<file path="src/rtl/grant_mux_pkg.sv">
// rtl/grant_mux_pkg.sv - shared state type and width helper for grant_mux
package grant_mux_pkg;

  typedef enum logic [1:0] {
    IDLE  = 2'd0,
    XFER  = 2'd1,
    FLUSH = 2'd2
  } grant_mux_state_e;

  function automatic int idx_w(input int n);
    return $clog2(n);
  endfunction

endpackage

</file>
<file path="src/rtl/grant_enc.sv">
// rtl/grant_enc.sv - grant vector to lowest-set-bit index, purely combinational
module grant_enc
  import grant_mux_pkg::*;
#(
  parameter int N = 4
) (
  input  logic [N-1:0]         grant,
  output logic [idx_w(N)-1:0]  idx,
  output logic                 any
);

  localparam int IW = idx_w(N);

  // Scan from the top so the lowest set bit is the final assignment.
  always_comb begin
    idx = '0;
    for (int i = N - 1; i >= 0; i--) begin
      if (grant[i]) idx = IW'(i);
    end
  end

  assign any = |grant;

endmodule

</file>
<file path="src/rtl/grant_mux.sv">
// rtl/grant_mux.sv - locks onto the granted source and forwards its packet; GRANT_MUX_TIMEOUT_EN adds an idle abort
module grant_mux
  import grant_mux_pkg::*;
#(
  parameter int N       = 4,
  parameter int W       = 32,
  parameter int TIMEOUT = 16
) (
  input  logic                 clk,
  input  logic                 reset,
  input  logic [N-1:0]         grant,
  input  logic [N-1:0]         src_valid,
  input  logic [N*W-1:0]       src_data,
  input  logic [N-1:0]         src_last,
  output logic [N-1:0]         src_ready,
  output logic                 dst_valid,
  output logic [W-1:0]         dst_data,
  output logic                 dst_last,
  input  logic                 dst_ready,
  output logic                 busy,
  output logic [idx_w(N)-1:0]  owner,
  output logic                 done
`ifdef GRANT_MUX_TIMEOUT_EN
  ,
  output logic                 timeout_err
`endif
);

  localparam int IW = idx_w(N);

  if (N < 2 || TIMEOUT < 2) begin : g_bad_params
    $error("grant_mux: N and TIMEOUT must both be >= 2");
  end

  grant_mux_state_e state_q, state_d;
  logic [IW-1:0]    owner_q, owner_d;
  logic             dst_valid_q, dst_valid_d;
  logic [W-1:0]     dst_data_q, dst_data_d;
  logic             dst_last_q, dst_last_d;
  logic             done_q, done_d;
  logic [IW-1:0]    enc_idx;
  logic             enc_any;
  logic             out_free;
  logic             accept;

`ifdef GRANT_MUX_TIMEOUT_EN
  localparam int CW = idx_w(TIMEOUT);
  logic [CW-1:0]    idle_cnt_q, idle_cnt_d;
  logic             aborted_q, aborted_d;
  logic             timeout_err_q, timeout_err_d;
`endif

  grant_enc #(.N(N)) u_grant_enc (
    .grant (grant),
    .idx   (enc_idx),
    .any   (enc_any)
  );

  always_ff @(posedge clk) begin
    if (!reset) begin
      state_q     <= IDLE;
      owner_q     <= '0;
      dst_valid_q <= 1'b0;
      dst_data_q  <= '0;
      dst_last_q  <= 1'b0;
      done_q      <= 1'b0;
`ifdef GRANT_MUX_TIMEOUT_EN
      idle_cnt_q    <= '0;
      aborted_q     <= 1'b0;
      timeout_err_q <= 1'b0;
`endif
    end else begin
      state_q     <= state_d;
      owner_q     <= owner_d;
      dst_valid_q <= dst_valid_d;
      dst_data_q  <= dst_data_d;
      dst_last_q  <= dst_last_d;
      done_q      <= done_d;
`ifdef GRANT_MUX_TIMEOUT_EN
      idle_cnt_q    <= idle_cnt_d;
      aborted_q     <= aborted_d;
      timeout_err_q <= timeout_err_d;
`endif
    end
  end

  always_comb begin
    state_d     = state_q;
    owner_d     = owner_q;
    dst_valid_d = dst_valid_q;
    dst_data_d  = dst_data_q;
    dst_last_d  = dst_last_q;
    done_d      = 1'b0;
`ifdef GRANT_MUX_TIMEOUT_EN
    idle_cnt_d    = idle_cnt_q;
    aborted_d     = aborted_q;
    timeout_err_d = 1'b0;
`endif
    unique case (state_q)
      IDLE: begin
        if (enc_any) begin
          owner_d = enc_idx;
          state_d = XFER;
        end
`ifdef GRANT_MUX_TIMEOUT_EN
        idle_cnt_d = '0;
        aborted_d  = 1'b0;
`endif
      end
      XFER: begin
        if (accept) begin
          dst_valid_d = 1'b1;
          dst_data_d  = src_data[int'(owner_q)*W +: W];
          dst_last_d  = src_last[owner_q];
          if (src_last[owner_q]) state_d = FLUSH;
        end else if (dst_ready) begin
          dst_valid_d = 1'b0;
        end
`ifdef GRANT_MUX_TIMEOUT_EN
        // A stalled source ends the packet with a zero terminator, or tags the held beat as last.
        if (accept) begin
          idle_cnt_d = '0;
        end else if (!src_valid[owner_q]) begin
          if (idle_cnt_q == CW'(TIMEOUT - 1)) begin
            state_d   = FLUSH;
            aborted_d = 1'b1;
            if (out_free) begin
              dst_valid_d = 1'b1;
              dst_last_d  = 1'b1;
              dst_data_d  = '0;
            end else begin
              dst_last_d = 1'b1;
            end
          end else begin
            idle_cnt_d = idle_cnt_q + 1'b1;
          end
        end
`endif
      end
      FLUSH: begin
        if (dst_valid_q && dst_ready && dst_last_q) begin
          dst_valid_d = 1'b0;
          state_d     = IDLE;
          done_d      = 1'b1;
`ifdef GRANT_MUX_TIMEOUT_EN
          timeout_err_d = aborted_q;
`endif
        end
      end
      default: state_d = IDLE;
    endcase
  end

  always_comb begin
    out_free  = !dst_valid_q || dst_ready;
    src_ready = '0;
    if (state_q == XFER) src_ready[owner_q] = out_free;
  end

  assign accept    = src_valid[owner_q] && src_ready[owner_q];
  assign dst_valid = dst_valid_q;
  assign dst_data  = dst_data_q;
  assign dst_last  = dst_last_q;
  assign busy      = (state_q == XFER) || (state_q == FLUSH);
  assign owner     = owner_q;
  assign done      = done_q;
`ifdef GRANT_MUX_TIMEOUT_EN
  assign timeout_err = timeout_err_q;
`endif

endmodule

</file>
<file path="config.mk">
export PLATFORM = sky130hd
export DESIGN_NAME = grant_mux
export DESIGN_NICKNAME = d
export VERILOG_FILES = /design/src/rtl/grant_mux_pkg.sv /design/src/rtl/grant_enc.sv /design/src/rtl/grant_mux.sv
export SDC_FILE = /design/constraint.sdc
export NUM_CORES = 1
export LEC_CHECK = 0
export ABC_AREA = 0
export CAP_MARGIN = 20
export CORE_ASPECT_RATIO = 1.4
export CORE_MARGIN = 2
export CORE_UTILIZATION = 37
export CTS_CLUSTER_SIZE = 30
export DETAILED_ROUTE_END_ITERATION = 8
export HOLD_SLACK_MARGIN = 0.05
export PLACE_DENSITY_LB_ADDON = 0.1
export SETUP_SLACK_MARGIN = 0.1
export SYNTH_ARGS = -nofsm -noshare
export SYNTH_HDL_FRONTEND = slang
export SYNTH_SLANG_ARGS = --single-unit
</file>
<file path="constraint.sdc">
create_clock -name clk -period 3.65 [get_ports clk]
set_input_delay 0.73 -clock clk [delete_from_list [all_inputs] [get_ports clk]]
set_output_delay 0.73 -clock clk [all_outputs]
set_load 0.01 [all_outputs]
</file>
# [Yosys cells after proc, flatten, opt, wreduce, memory -nomap -nowiden]
# Index checks and enable logic that the tools add are counted.
[totals] in_bits=143 elab_cells=55 regBits=39 output_inout_bits=42
[op_classes] shift=1 n_bitwise=1 magnitude_cmp=2 n_reduce_logical=15 muxes=23 eq_ne=7
[ops] operator="variable part select 128 x 8 -> 32 bit" n=1
[ops] operator="two-way mux 2 bit" n=8
[ops] operator="two-way mux 1 bit" n=8
[ops] operator="inequality test 2 bit (second input constant)" n=4
[ops] operator="binary-select mux 1 bit (select 2 bit)" n=3
[ops] operator="one-hot mux 2 bit (3 select lines)" n=1
[ops] operator="AND reduction 2 bit" n=3
[ops] operator="bitwise AND 4 bit" n=1
[ops] operator="logical AND 1 bit" n=4
[ops] operator="two-way mux 4 bit" n=1
[ops] operator="AND reduction 4 bit" n=1
[ops] operator="OR reduction 4 bit" n=1
[ops] operator="< comparator 2 x 3 -> 1 bit (second input constant)" n=1
[ops] operator="inequality test 3 bit (second input constant)" n=1
[ops] operator="AND reduction 3 bit" n=1
[ops] operator="demux 1 bit (select 2 bit)" n=1
[ops] operator="== test 2 x 1 -> 1 bit (second input constant)" n=1
[ops] operator="== test 2 bit (second input constant)" n=1
[ops] operator="greater-or-equal comparator 2 x 1 -> 1 bit (second input constant)" n=1
[ops] operator="logical NOT 2 bit" n=1
[ops] operator="logical OR 1 bit" n=2
[ops] operator="one-hot mux 1 bit (2 select lines)" n=1
[ops] operator="nonzero test 2 bit" n=1
[ops] operator="logical NOT 1 bit" n=1

# [Depth between registers and ports, before layout]
[logic_depth] depth_word=11 ltp_mapped=8 depth_no_buf=5

# [Cells and area by module]
# Synthesis repeated with hierarchy kept, for this count alone.
[hier_totals] hier_cells=238 hier_area_um2=2362.3
[modules_own_cells] module="grant_mux" cells_per_inst=231 n_inst=1 area_each_um2=2327.2 seq_area_each_um2=780.7
[modules_own_cells] module="grant_enc" cells_per_inst=7 n_inst=1 area_each_um2=35.0 seq_area_each_um2=0.0

# [Worst setup path after synthesis]
# OpenSTA, ideal clock, no wires.
[synth_timing] kind="input to output" from="input port dst_ready" to="output port src_ready[0]" n_path_buf=0 required_time_ps=2920 t_arrival_ps=1287 slack_ps=1633 path_stages=3 cell_sequence="nand2b_1 and2_1 and3_1"
[synth_via] elab_chain_len=3
[synth_lines] element="from (decl)" line_no="grant_mux.sv:19" source="input logic dst_ready,"
[synth_lines] element="logical OR 1 bit" line_no="grant_mux.sv:155" source="out_free = !dst_valid_q || dst_ready;"
[synth_lines] element="bitwise AND 4 bit (no line)"
[synth_lines] element="two-way mux 4 bit" line_no="grant_mux.sv:157" source="if (state_q == XFER) src_ready[owner_q] = out_free;"
[synth_lines] element="to (decl)" line_no="grant_mux.sv:15" source="output logic [N-1:0] src_ready,"
# No other way between the ends.

# [Worst setup path in the final report]
[layout_timing] from="input port dst_ready" to="output port src_ready[3]"
# Same word-level chain as after synthesis.

==> results.yml <==
outcome:
  outcome: "complete, no violations"
timing:
  fin_crit_ps: 3120
  rsz0062_at_grt: "false"
  slew_headroom_pct: 53.0
  fin_tns_setup_ps: 0
  finalSetupViolCount: 0
  hold_viol: 0
  fmax_mhz: 321
  fin_crit_sh_pct: 85.5
  report.final.slew_viol_count: 0
  tightest_slew_ps: 704
  fin_skew_ps: 3.85
detailed_routing:
  ant_nets: 0
  avgRoutedWirePerCell_um: 16.2
  totalWireLength_um: 7810
  drt_pass1_iterations: 4
  drc_errors: 0
  vias: 2486
  via_per_inst: 5.15
  drt_iter0_markers: 91
cells_and_area:
  n_fill_cell: 564
  drive_gt1_share_pct: 23.2
  area_delta_synth_final_pct: 78.0
  nets: 554
  diodes: 0
  final_util_pct: 67.6
grt:
  grt_first_pass_wirelength_um: 11900
  grtUsageTotal_pct: 21.0
  grt_max_degree: 36
  antenna_found_initial: 0
  overflow: 0
  grt_pass1_vias: 2529
power_and_ir_drop:
  p_seq_share_pct: 31.5
  powerDensity_nw_per_um2: 446
  power_frac_comb_pct: 52.3
  ir_worst_vdd_v: 0.000382
  p_switching_uw: 684
  sw_frac_of_total_pct: 34.8
  internal_power_mw: 1.28
  p_leak_nw: 1.50
  clkPwrFrac_pct: 16.2
worst_setup_path:
  cp.required_ps: 2920
  r2r_cells: 4
  reg2reg_to: "dst_valid$_SDFFE_PN0P_"
  arrival_ps: 2390
  worstSetupEndpointType: "output pin"
  r2r-start: "owner[0]$_SDFFE_PN0P_"
  critPathMaxFanout: 4
  crit_path_start_kind: "primary input"
  reg2reg_slack_ps: 1250
  crit_type: "primary input to output pin"
logic_synthesis:
  yosysUniqueCellTypes: 30
  yosys.area_share.simple_pct: 17.7
  ys_seq_area_share_pct: 31.5
  avgSynthCellArea_um2: 10.6
  synthMuxAreaShare_pct: 31.3
  synth_top_family_by_area: "multiplexers"
  synth_compound_area_share_pct: 12.0
  async_flop_share_pct: 0
  syn_area_um2: 2480
  synthCells: 233
  yosysWarnings: 0
  synth_xor_area_share_pct: 0
  yosysMostFrequentCell: "nand2_1"
  synth_flop_cell: "dfxtp_1"
  yosys.area.top_type_share_pct: 31.5
  synth_common_cells: "41 x nand2_1, 39 x dfxtp_1, 34 x mux4_2"
  synthesis.nets: 379
  synth.largest_area_cell: "dfxtp_1"
  synth_edf_count: 0
  synth-seq-cells: 39
  synth_area_leaders: "dfxtp_1 31%, mux4_2 31%, nand2_2 7.6%, nand2_1 6.2%, a21oi_2 5.7%"
  synthAdderAreaFrac_pct: 1.51
min_path:
  hp-class: "flop to flop"
  hp-start: "dst_data[29]$_SDFFE_PN0P_"
  hold_path_end: "dst_data[29]$_SDFFE_PN0P_"
  min_path_cells: 2
clock_network:
  root_buffer: "clkbuf_8"
  ctsHoldBuffers: 0
  insertion_delay_ps: 280
  path_clk_slew_ps: 70
  clk_path_buf_depth: 2
  post_cts_buffers: 0
  numCtsBuffers: 5
  cts_resized: 0
  tritoncts: "yes"
  clock-sinks: 39
  htree_levels: 2
placed_design:
  place.gp.congestion: 0.707
  dp_hpwl_um: 6170
  port_buffers: 184
floorplanning:
  die_area_um2: 7380
  fp.coreArea_um2: 6530
  rows: 35
  die_width_um: 73.2
  ios: 185
  dieHeight_um: 101
  initial_utilization_pct: 38.0
job:
  maxCapViolations: 0
-- cell families (layout without fill, tap and decap cells) --
kind of cell	Yosys count	in the layout
AO/OA/AOI/OAI	44	44
adder cells (fa/ha/maj)	3	3
buffers and inverters	25	201
flip-flops	39	39
multiplexers	35	35
AND/OR/NAND/NOR	87	87
-- worst max-delay path: stages --
cell,delay [ps]
clkdlybuf4s50_1,520
nand2b_1,200
and2_1,200
nand2_1,80
nor2_1,120
clkdlybuf4s50_1,550
-- metal layers --
metal | share of wire, % | track usage [%] | vias to the layer above
met1 | 36 | 22.0 | 1195
met2 | 56 | 40.5 | 95
met3 | 6.7 | 5.70 | 4
met5 | 0 | 0 | -
li1 | - | - | 1192
met4 | 0.67 | 4.70 | 0
-- area by class of cell --
class / count / area, µm² / share of cell area (%)
Clock buffer: 8 / 100 / 2.27
Timing Repair Buffer: 187 / 1860 / 42.2
Inverter: 6 / 22.5 / 0.510
Multi-Input combinational cell: 169 / 1550 / 35.1
Tap cell: 74 / 92.6 / 2.10
Sequential cell: 39 / 783 / 17.7
-- state kept, by name (all words and copies together) (netlist names) --
register and cells:
done 1, dst_data 32, dst_last 1, dst_valid 1
owner 2, state_q 2
-- metrics by stage --
stage	power, mW	hold WS [ps]	instance area [µm²]	cells	setup slack [ps]
3_3_place_gp	1.65	442	4310	475	560
3_5_place_dp	1.67	446	4310	475	532
2_1_floorplan	1.26	452	2480	233	1630
4_1_cts	2.00	457	4410	483	535
5_1_grt	2.10	478	4410	483	390
6_report	1.97	457	4410	483	531
-- worst max-delay path by stage --
stage	cells past startpoint	slack [ps]	from	to
global route	6	390	dst_ready	src_ready[3]
global placement	6	560	dst_ready	src_ready[1]
finish	6	530	dst_ready	src_ready[3]
detailed placement	6	530	dst_ready	src_ready[3]
floorplan	3	1630	dst_ready	src_ready[0]
CTS	6	540	dst_ready	src_ready[3]
-- power groups by stage --
stage               clock network, mW  registers, mW  logic, mW
CTS                             0.330          0.623       1.04
detailed placement                  0          0.632       1.04
global route                    0.345          0.640       1.11
global placement                    0          0.628       1.03
floorplan                           0          0.608      0.650
finish                          0.319          0.619       1.03
-- layout by cell type, fill, tap and decap left out, drive strengths merged, types with 2 or more instances in the layout --
cell           netlist  routed
mux4                34      34
nand4                2       2
nand2b               2       2
clkdlybuf4s50        0     184
a21oi               36      36
dfxtp               39      39
nor2                 4       4
nand2               71      71
o21ai                4       4
clkbuf               5       8
buf                 14       3
and3                 3       3
inv                  5       5
ha                   3       3
nand3                2       2
No activity file was read; power rests on OpenSTA's default activity.
